===== src/rtl/clock_pkg.sv =====
// Shared encodings for the clock/alarm time-setting logic.
package clock_pkg;

  typedef enum logic [1:0] {
    IDLE  = 2'd0,
    PULSE = 2'd1,
    COUNT = 2'd2
  } state_t;

  typedef enum logic {
    MIN  = 1'b0,
    HOUR = 1'b1
  } kind_t;

endpackage


===== src/rtl/hold_repeat_timer.sv =====
// Loadable, tick-enabled down-counter that flags the tick on which the
// count reaches its final step.
module hold_repeat_timer #(
  parameter int CW = 3
) (
  input  logic          ck,
  input  logic          reset,
  input  logic          load,
  input  logic [CW-1:0] load_val,
  input  logic          tick,
  output logic          expire
);

  logic [CW-1:0] r_cnt;

  // Stops at 1 instead of wrapping; the owner reloads on expiry.
  always_ff @(posedge ck or posedge reset) begin
    if (reset) begin
      r_cnt <= '0;
    end else if (load) begin
      r_cnt <= load_val;
    end else if (tick && (r_cnt > CW'(1))) begin
      r_cnt <= r_cnt - CW'(1);
    end
  end

  assign expire = tick && (r_cnt == CW'(1));

endmodule


===== src/rtl/set_repeat_control.sv =====
// Manual minute/hour setting for CH channels with hold-to-repeat, plus
// carry pass-through on channel 0 that never loses an increment.
module set_repeat_control
  import clock_pkg::*;
#(
  parameter int CH           = 3,
  parameter int HOLD_TICKS   = 50,
  parameter int REPEAT_TICKS = 10,
  localparam int SELW        = (CH > 2) ? $clog2(CH) : 1
) (
  input  logic            ck,
  input  logic            reset,
  input  logic            tick,
  input  logic            btn_min,
  input  logic            btn_hour,
  input  logic [SELW-1:0] sel,
  input  logic            min_carry,
  input  logic            hour_carry,
  output logic [CH-1:0]   up_min,
  output logic [CH-1:0]   up_hour,
  output logic            busy
);

  localparam int MAXT = (HOLD_TICKS > REPEAT_TICKS) ? HOLD_TICKS : REPEAT_TICKS;
  localparam int CW   = $clog2(MAXT + 1);

  state_t          r_state;
  state_t          w_state_nxt;
  kind_t           r_kind;
  logic [SELW-1:0] r_ch;
  logic            r_first;
  logic            r_pend_min;
  logic            r_pend_hour;

  logic            w_btn;
  logic            w_sel_ok;
  logic            w_expire;
  logic            w_tick_cnt;
  logic            w_load;
  logic [CW-1:0]   w_load_val;
  logic [CH-1:0]   w_man_min;
  logic [CH-1:0]   w_man_hour;

  assign w_sel_ok   = (int'(sel) < CH);
  assign w_btn      = (r_kind == MIN) ? btn_min : btn_hour;
  assign w_tick_cnt = tick && (r_state == COUNT);
  assign w_load_val = r_first ? CW'(HOLD_TICKS) : CW'(REPEAT_TICKS);

  hold_repeat_timer #(
    .CW(CW)
  ) u_timer (
    .ck       (ck),
    .reset    (reset),
    .load     (w_load),
    .load_val (w_load_val),
    .tick     (w_tick_cnt),
    .expire   (w_expire)
  );

  always_ff @(posedge ck or posedge reset) begin
    if (reset) begin
      r_state <= IDLE;
    end else begin
      r_state <= w_state_nxt;
    end
  end

  always_comb begin
    w_state_nxt = r_state;
    w_load      = 1'b0;
    w_man_min   = '0;
    w_man_hour  = '0;
    case (r_state)
      IDLE: begin
        if ((btn_min || btn_hour) && w_sel_ok) begin
          w_state_nxt = PULSE;
        end
      end
      PULSE: begin
        w_load = 1'b1;
        for (int i = 0; i < CH; i++) begin
          if (r_ch == SELW'(i)) begin
            if (r_kind == MIN) begin
              w_man_min[i] = 1'b1;
            end else begin
              w_man_hour[i] = 1'b1;
            end
          end
        end
        w_state_nxt = w_btn ? COUNT : IDLE;
      end
      COUNT: begin
        // Release wins over an expiry landing in the same cycle.
        if (!w_btn) begin
          w_state_nxt = IDLE;
        end else if (w_expire) begin
          w_state_nxt = PULSE;
        end
      end
      default: w_state_nxt = IDLE;
    endcase
  end

  // Kind and channel are frozen for the whole press; min wins a tie.
  always_ff @(posedge ck or posedge reset) begin
    if (reset) begin
      r_kind  <= MIN;
      r_ch    <= '0;
      r_first <= 1'b0;
    end else if ((r_state == IDLE) && (w_state_nxt == PULSE)) begin
      r_kind  <= btn_min ? MIN : HOUR;
      r_ch    <= sel;
      r_first <= 1'b1;
    end else if (r_state == PULSE) begin
      r_first <= 1'b0;
    end
  end

  // A manual pulse colliding with a carry is deferred to the first carry-free cycle.
  always_ff @(posedge ck or posedge reset) begin
    if (reset) begin
      r_pend_min  <= 1'b0;
      r_pend_hour <= 1'b0;
    end else begin
      r_pend_min  <= (w_man_min[0]  || r_pend_min)  && min_carry;
      r_pend_hour <= (w_man_hour[0] || r_pend_hour) && hour_carry;
    end
  end

  always_comb begin
    up_min     = w_man_min;
    up_hour    = w_man_hour;
    up_min[0]  = min_carry  | w_man_min[0]  | r_pend_min;
    up_hour[0] = hour_carry | w_man_hour[0] | r_pend_hour;
  end

  assign busy = (r_state != IDLE);

endmodule


===== config.mk =====
export PLATFORM = sky130hd
export DESIGN_NAME = set_repeat_control
export DESIGN_NICKNAME = d
export VERILOG_FILES = /design/src/rtl/clock_pkg.sv /design/src/rtl/hold_repeat_timer.sv /design/src/rtl/set_repeat_control.sv
export SDC_FILE = /design/constraint.sdc
export NUM_CORES = 1
export LEC_CHECK = 0
export CAP_MARGIN = 20
export CORE_MARGIN = 10
export CORE_UTILIZATION = 55
export CTS_BUF_LIST = sky130_fd_sc_hd__clkbuf_8
export DETAILED_ROUTE_END_ITERATION = 8
export PLACE_DENSITY = 0.84
export SETUP_SLACK_MARGIN = 0.02
export SLEW_MARGIN = 10
export SYNTH_ARGS = -nofsm -noshare
export SYNTH_HDL_FRONTEND = slang
export SYNTH_SLANG_ARGS = --single-unit

===== constraint.sdc =====
create_clock -name ck -period 3.1 [get_ports ck]
set_input_delay 0.62 -clock ck [delete_from_list [all_inputs] [get_ports ck]]
set_output_delay 0.62 -clock ck [all_outputs]
set_load 0.05 [all_outputs]

# Word level (Yosys, flattened, before mapping)
# Cells that the tools add are included.
# Widths: inputs -> output; s select.
dict set report totals {
  in_bits 9
  wordCells 58
  mem_count 0
  latchBits 0
  mem_bits_ro 0
  regBits 14
  mem_bits_rw 0
}
dict set report classes {
  n_lt_le_gt_ge 2
  n_div 0
  eq_ne 6
  n_mul 0
  n_mux 23
  shifts 0
  n_addsub 1
  n_bitwise 4
  n_reduce_logical 15
}
# op count
set ops {}
lappend ops {{$mux 6} 3}
lappend ops {{$mux 1} 13}
lappend ops {{$mux 2} 4}
lappend ops {{$logic_and 1x1->1} 7}
lappend ops {{$eq 2x1->1 const B} 3}
lappend ops {{$eq 6x1->1 const B} 1}
lappend ops {{$gt 6x1->1 const B} 1}
lappend ops {{$mux 3} 2}
lappend ops {{$pmux 2 s3} 1}
lappend ops {{$reduce_bool 2->1} 3}
lappend ops {{$sub 6x1->6 const B} 1}
lappend ops {{$eq 2x2->1 const B} 2}
lappend ops {{$logic_not 2->1} 2}
lappend ops {{$or 1x1->1} 4}
lappend ops {{$logic_or 1x1->1} 3}
lappend ops {{$lt 2x2->1 const B} 1}

# Logic depth before layout (Yosys ltp)
dict set report depth {
  ltp_word 9
  mapped_depth 6
}

# Cells and area by module
# Synthesis repeated with hierarchy kept, for this count alone.
dict set report unflattened {
  hier_cells 94
  hier_area_um2 882.1
}
# mod area_each_um2 cells_each instances
set modules_own_cells {}
lappend modules_own_cells {hold_repeat_timer 455.4 52 1}
lappend modules_own_cells {set_repeat_control 426.7 42 1}

# Worst setup path after synthesis
# No wires, ideal clock.
dict set report synth_timing {
  kind {register to output}
  from {reg r_state[1]}
  to {out up_min[1]}
  slack_ps 57
  t_arrival_ps 2423
  required_ps 2480
  path_stages_with_launch 5
  cell_sequence {dfrtp_1 -> buf_6 -> nand2b_1 -> buf_2 -> nor4b_1}
}
dict set report synth_between {
  elab_chain_len 2
}
# item line
set synth_rtl {}
lappend synth_rtl {{from (decl)} set_repeat_control.sv:27} ;# state_t r_state;
lappend synth_rtl {{from (signal assigned)} set_repeat_control.sv:64} ;# r_state <= w_state_nxt;
lappend synth_rtl {{$eq 2x1->1} set_repeat_control.sv:73} ;# case (r_state)
lappend synth_rtl {{$mux 3} set_repeat_control.sv:73}
lappend synth_rtl {{to (decl)} set_repeat_control.sv:19} ;# output logic [CH-1:0] up_min,
# Every way passes these cells.

# Worst setup path after layout
dict set report layout_timing {
  from {reg r_state[1]}
  to {out up_min[0]}
}
dict set report layout_between {
  elab_chain_len 4
}
# item line
set layout_rtl {}
lappend layout_rtl {{$eq 2x1->1} set_repeat_control.sv:73}
lappend layout_rtl {{$mux 3} set_repeat_control.sv:73}
lappend layout_rtl {{$or 1x1->1 (2 in series)} set_repeat_control.sv:133} ;# up_min[0] = min_carry | w_man_min[0] | r_pend_min;
# Every way passes these cells.

==> summary.md <==
| Metric | Value |
|---|---|
| Outcome | `completed` |
| Level count of the clock H-tree | `1` |
| Total power density per cell area | `885.6 nW/um^2` |
| Die boundary height | `59.82 um` |
| Number of distinct library cells after synthesis | `42` |
| Syn Std Cell Area | `872.1 um^2` |
| Detailed-route wire length | `1747 um` |
| Proportion of netlist area held by the largest area contributor | `40.17%` |
| Routability Congestion | `0.8030` |
| Maximum number of pins on one net before global-route repair | `15` |
| TNS Setup | `0 ps` |
| Total via count in the routed design | `666` |
| Post-synthesis sequential area ratio | `40.17%` |
| Detailed-route DRC error count | `0` |
| Data required time of the critical path | `2480 ps` |
| Core area | `1506 um^2` |
| Sum of overflow across all layers after global routing | `0` |
| CTS tree | `built` |
| Number of warnings reported in the yosys synthesis log | `0` |
| Half-perimeter wire length after detailed placement | `1358 um` |
| Horizontal die dimension | `59.82 um` |
| Placed Cells | `109` |
| Worst IR Drop VDD | `0.5820 mV` |
| Yosys reg bits | `14` |
| Critical path data arrival time | `2220 ps` |
| Initial Util | `57.89%` |
| Count of flip-flops with a built-in enable after synthesis | `0` |
| Crit Path Class | `reg2out` |
| Die footprint | `3578 um^2` |
| Maximum root-to-sink buffer count | `2` |
| Synthesized netlist cell count | `80` |
| Avg Inst Size Synth | `10.90 um^2` |
| Fraction of final layout cells with drive strength greater than 1 | `15.46%` |
| Achievable Freq | `352.1 MHz` |
| Library cell used as clock root buffer | `sky130_fd_sc_hd__clkbuf_8` |
| Total inserted antenna cells | `0` |
| Worst-path fanout max | `11` |
| Via count of the first global-routing pass | `726` |
| Number of maximum-capacitance violations | `0` |
| Final Slew Violations | `0` |
| Port-buffer cells | `15` |
| Final core utilization | `71.76%` |
| Tightest slew margin relative to the limit | `64.42%` |
| Leading cell types by total area after synthesis | `sky130_fd_sc_hd__dfrtp_1, sky130_fd_sc_hd__a21oi_1, sky130_fd_sc_hd__mux2_4` |
| Ys flop type | `sky130_fd_sc_hd__dfrtp_1` |
| Shortest period the worst path allows | `2840 ps` |
| Part of the cycle the worst path needs | `91.62%` |
| Category of the worst setup path capture point | `output pin` |
| Area Overhead vs Synth | `23.96%` |
| I/O pin count | `16` |
| Number of antenna violations at the first check in global routing | `0` |
| Remaining antenna violation count after routing | `0` |
| Slew at the pin with the worst max-slew slack | `533.1 ps` |
| Number of gates resized after cts | `0` |
| Hold-fix buffers, CTS | `0` |
| Post-Layout Cell Count | `113` |
| Initial DRC Count | `4` |
| Most common cell after layout, fill and taps aside | `sky130_fd_sc_hd__clkdlybuf4s50_1` |
| Leading area contributor after synthesis | `sky130_fd_sc_hd__dfrtp_1` |
| Drt via density | `5.894` |
| Hold violation total from the final report | `0` |
| Num CTS Buffers | `3` |
| DR pass1 iterations | `4` |
| Number of placement rows | `14` |
| Wire per inst | `15.46 um` |
| Total global-route track usage | `10.81%` |
| Net total in the final layout | `109` |
| Global-route wire length before repair | `3153 um` |
| Worst Skew | `2.756 ps` |
| Postcts setup bufs | `0` |
| RSZ-0062 raised after global routing | `no` |
| Async SR Flop Fraction | `100.0%` |
| Most frequent cells in the layout | `sky130_fd_sc_hd__clkdlybuf4s50_1, sky130_fd_sc_hd__dfrtp_1, sky130_fd_sc_hd__nor2_1, sky130_fd_sc_hd__a21oi_1` |
| Static power due to leakage | `0.4345 nW` |
| Net count after synthesis | `91` |
| Worst setup SP type | `flop` |
| Clock sink count | `14` |
| Clock slew seen by the registers of the worst setup and hold paths | `60 ps` |
| Setup violations, final | `0` |
| Kind of path behind the tightest hold check | `reg2reg` |
| Insertion delay to the later sink of the worst-skew pair | `240 ps` |
state kept, by name, indices dropped and copies added (netlist names):
name,cells
r_kind,1
r_first,1
r_ch,2
u_timer.r_cnt,6
r_state,2
r_pend_min,1
r_pend_hour,1
stage by stage:
| stage | instance area [um^2] | power, mW | hold WS [ps] | worst slack, ps |
|---|---|---|---|---|
| after detailed placement | 1026 | 0.7876 | 474.0 | 383.7 |
| after floorplan | 872.1 | 0.6891 | 446.6 | 56.62 |
| final | 1081 | 0.9573 | 486.6 | 259.9 |
| after global routing | 1081 | 1.027 | 512.7 | 71.23 |
| after CTS | 1081 | 0.9663 | 488.7 | 235.0 |
| after global placement | 1026 | 0.7719 | 461.4 | 399.8 |
final timing paths:
kind | start | end | slack, ps | depth (start not counted)
max reg2reg | r_state[0] | r_ch[1] | 1470 | 4
min | r_pend_min | r_pend_min | 490 | 1
min in group asynchronous | reset | r_ch[1] | 720 | 2
max | r_state[1] | up_min[0] | 260 | 4
max in group asynchronous | reset | u_timer.r_cnt[0] | 2020 | 2
min reg2reg | r_pend_min | r_pend_min | 490 | 1
final cells by class:
| class | count | area [um^2] |
|---|---|---|
| Clock buffer | 4 | 55.05 |
| Fill cell | 116 | 425.4 |
| Inverter | 4 | 15.01 |
| Multi-Input combinational cell | 58 | 475.5 |
| Sequential cell | 14 | 350.3 |
| Tap cell | 16 | 20.02 |
| Timing Repair Buffer | 17 | 165.2 |
kinds of logic after synthesis:
family / synth area share (%)
and+or+nand+nor: 27.12
xor gates and xnor gates: 2.009
DFF: 40.17
adders and majority gates: 2.869
buffers and inverters: 5.307
muxes: 5.739
AOI/OAI and AO/OA: 16.79
report_power, final:
part           internal, mW  switching (mW)  total (mW)
clock network         0.112          0.0607       0.173
registers             0.250          0.0870       0.338
logic                 0.209           0.238       0.447
total                 0.572           0.385       0.957
cells in the mapped netlist, types with 2 or more instances:
library cell / instances
sky130_fd_sc_hd__ha_1: 2
sky130_fd_sc_hd__a21oi_1: 6
sky130_fd_sc_hd__a32o_1: 2
sky130_fd_sc_hd__nor4b_1: 2
sky130_fd_sc_hd__nand3_1: 3
sky130_fd_sc_hd__inv_1: 4
sky130_fd_sc_hd__buf_6: 2
sky130_fd_sc_hd__nor2b_1: 3
sky130_fd_sc_hd__nand2b_1: 2
sky130_fd_sc_hd__nor2_1: 6
sky130_fd_sc_hd__mux2_4: 2
sky130_fd_sc_hd__mux2i_1: 2
sky130_fd_sc_hd__dfrtp_1: 14
sky130_fd_sc_hd__nor4_1: 2
routing by layer:
metal	part of all wire (%)	wire [um]	track usage, %
met1	43	759	12.90
met2	49	862	17.65
met3	6.6	116	4.025
met4	0.57	10	2.885
met5	0	0	0
worst max-delay path, stage by stage (launching register included):
cell	delay [ps]
sky130_fd_sc_hd__dfrtp_1	380
sky130_fd_sc_hd__nand2b_1	320
sky130_fd_sc_hd__nor4_1	320
sky130_fd_sc_hd__or3_1	160
sky130_fd_sc_hd__clkdlybuf4s50_1	800
(Power assumes the default switching activity.)
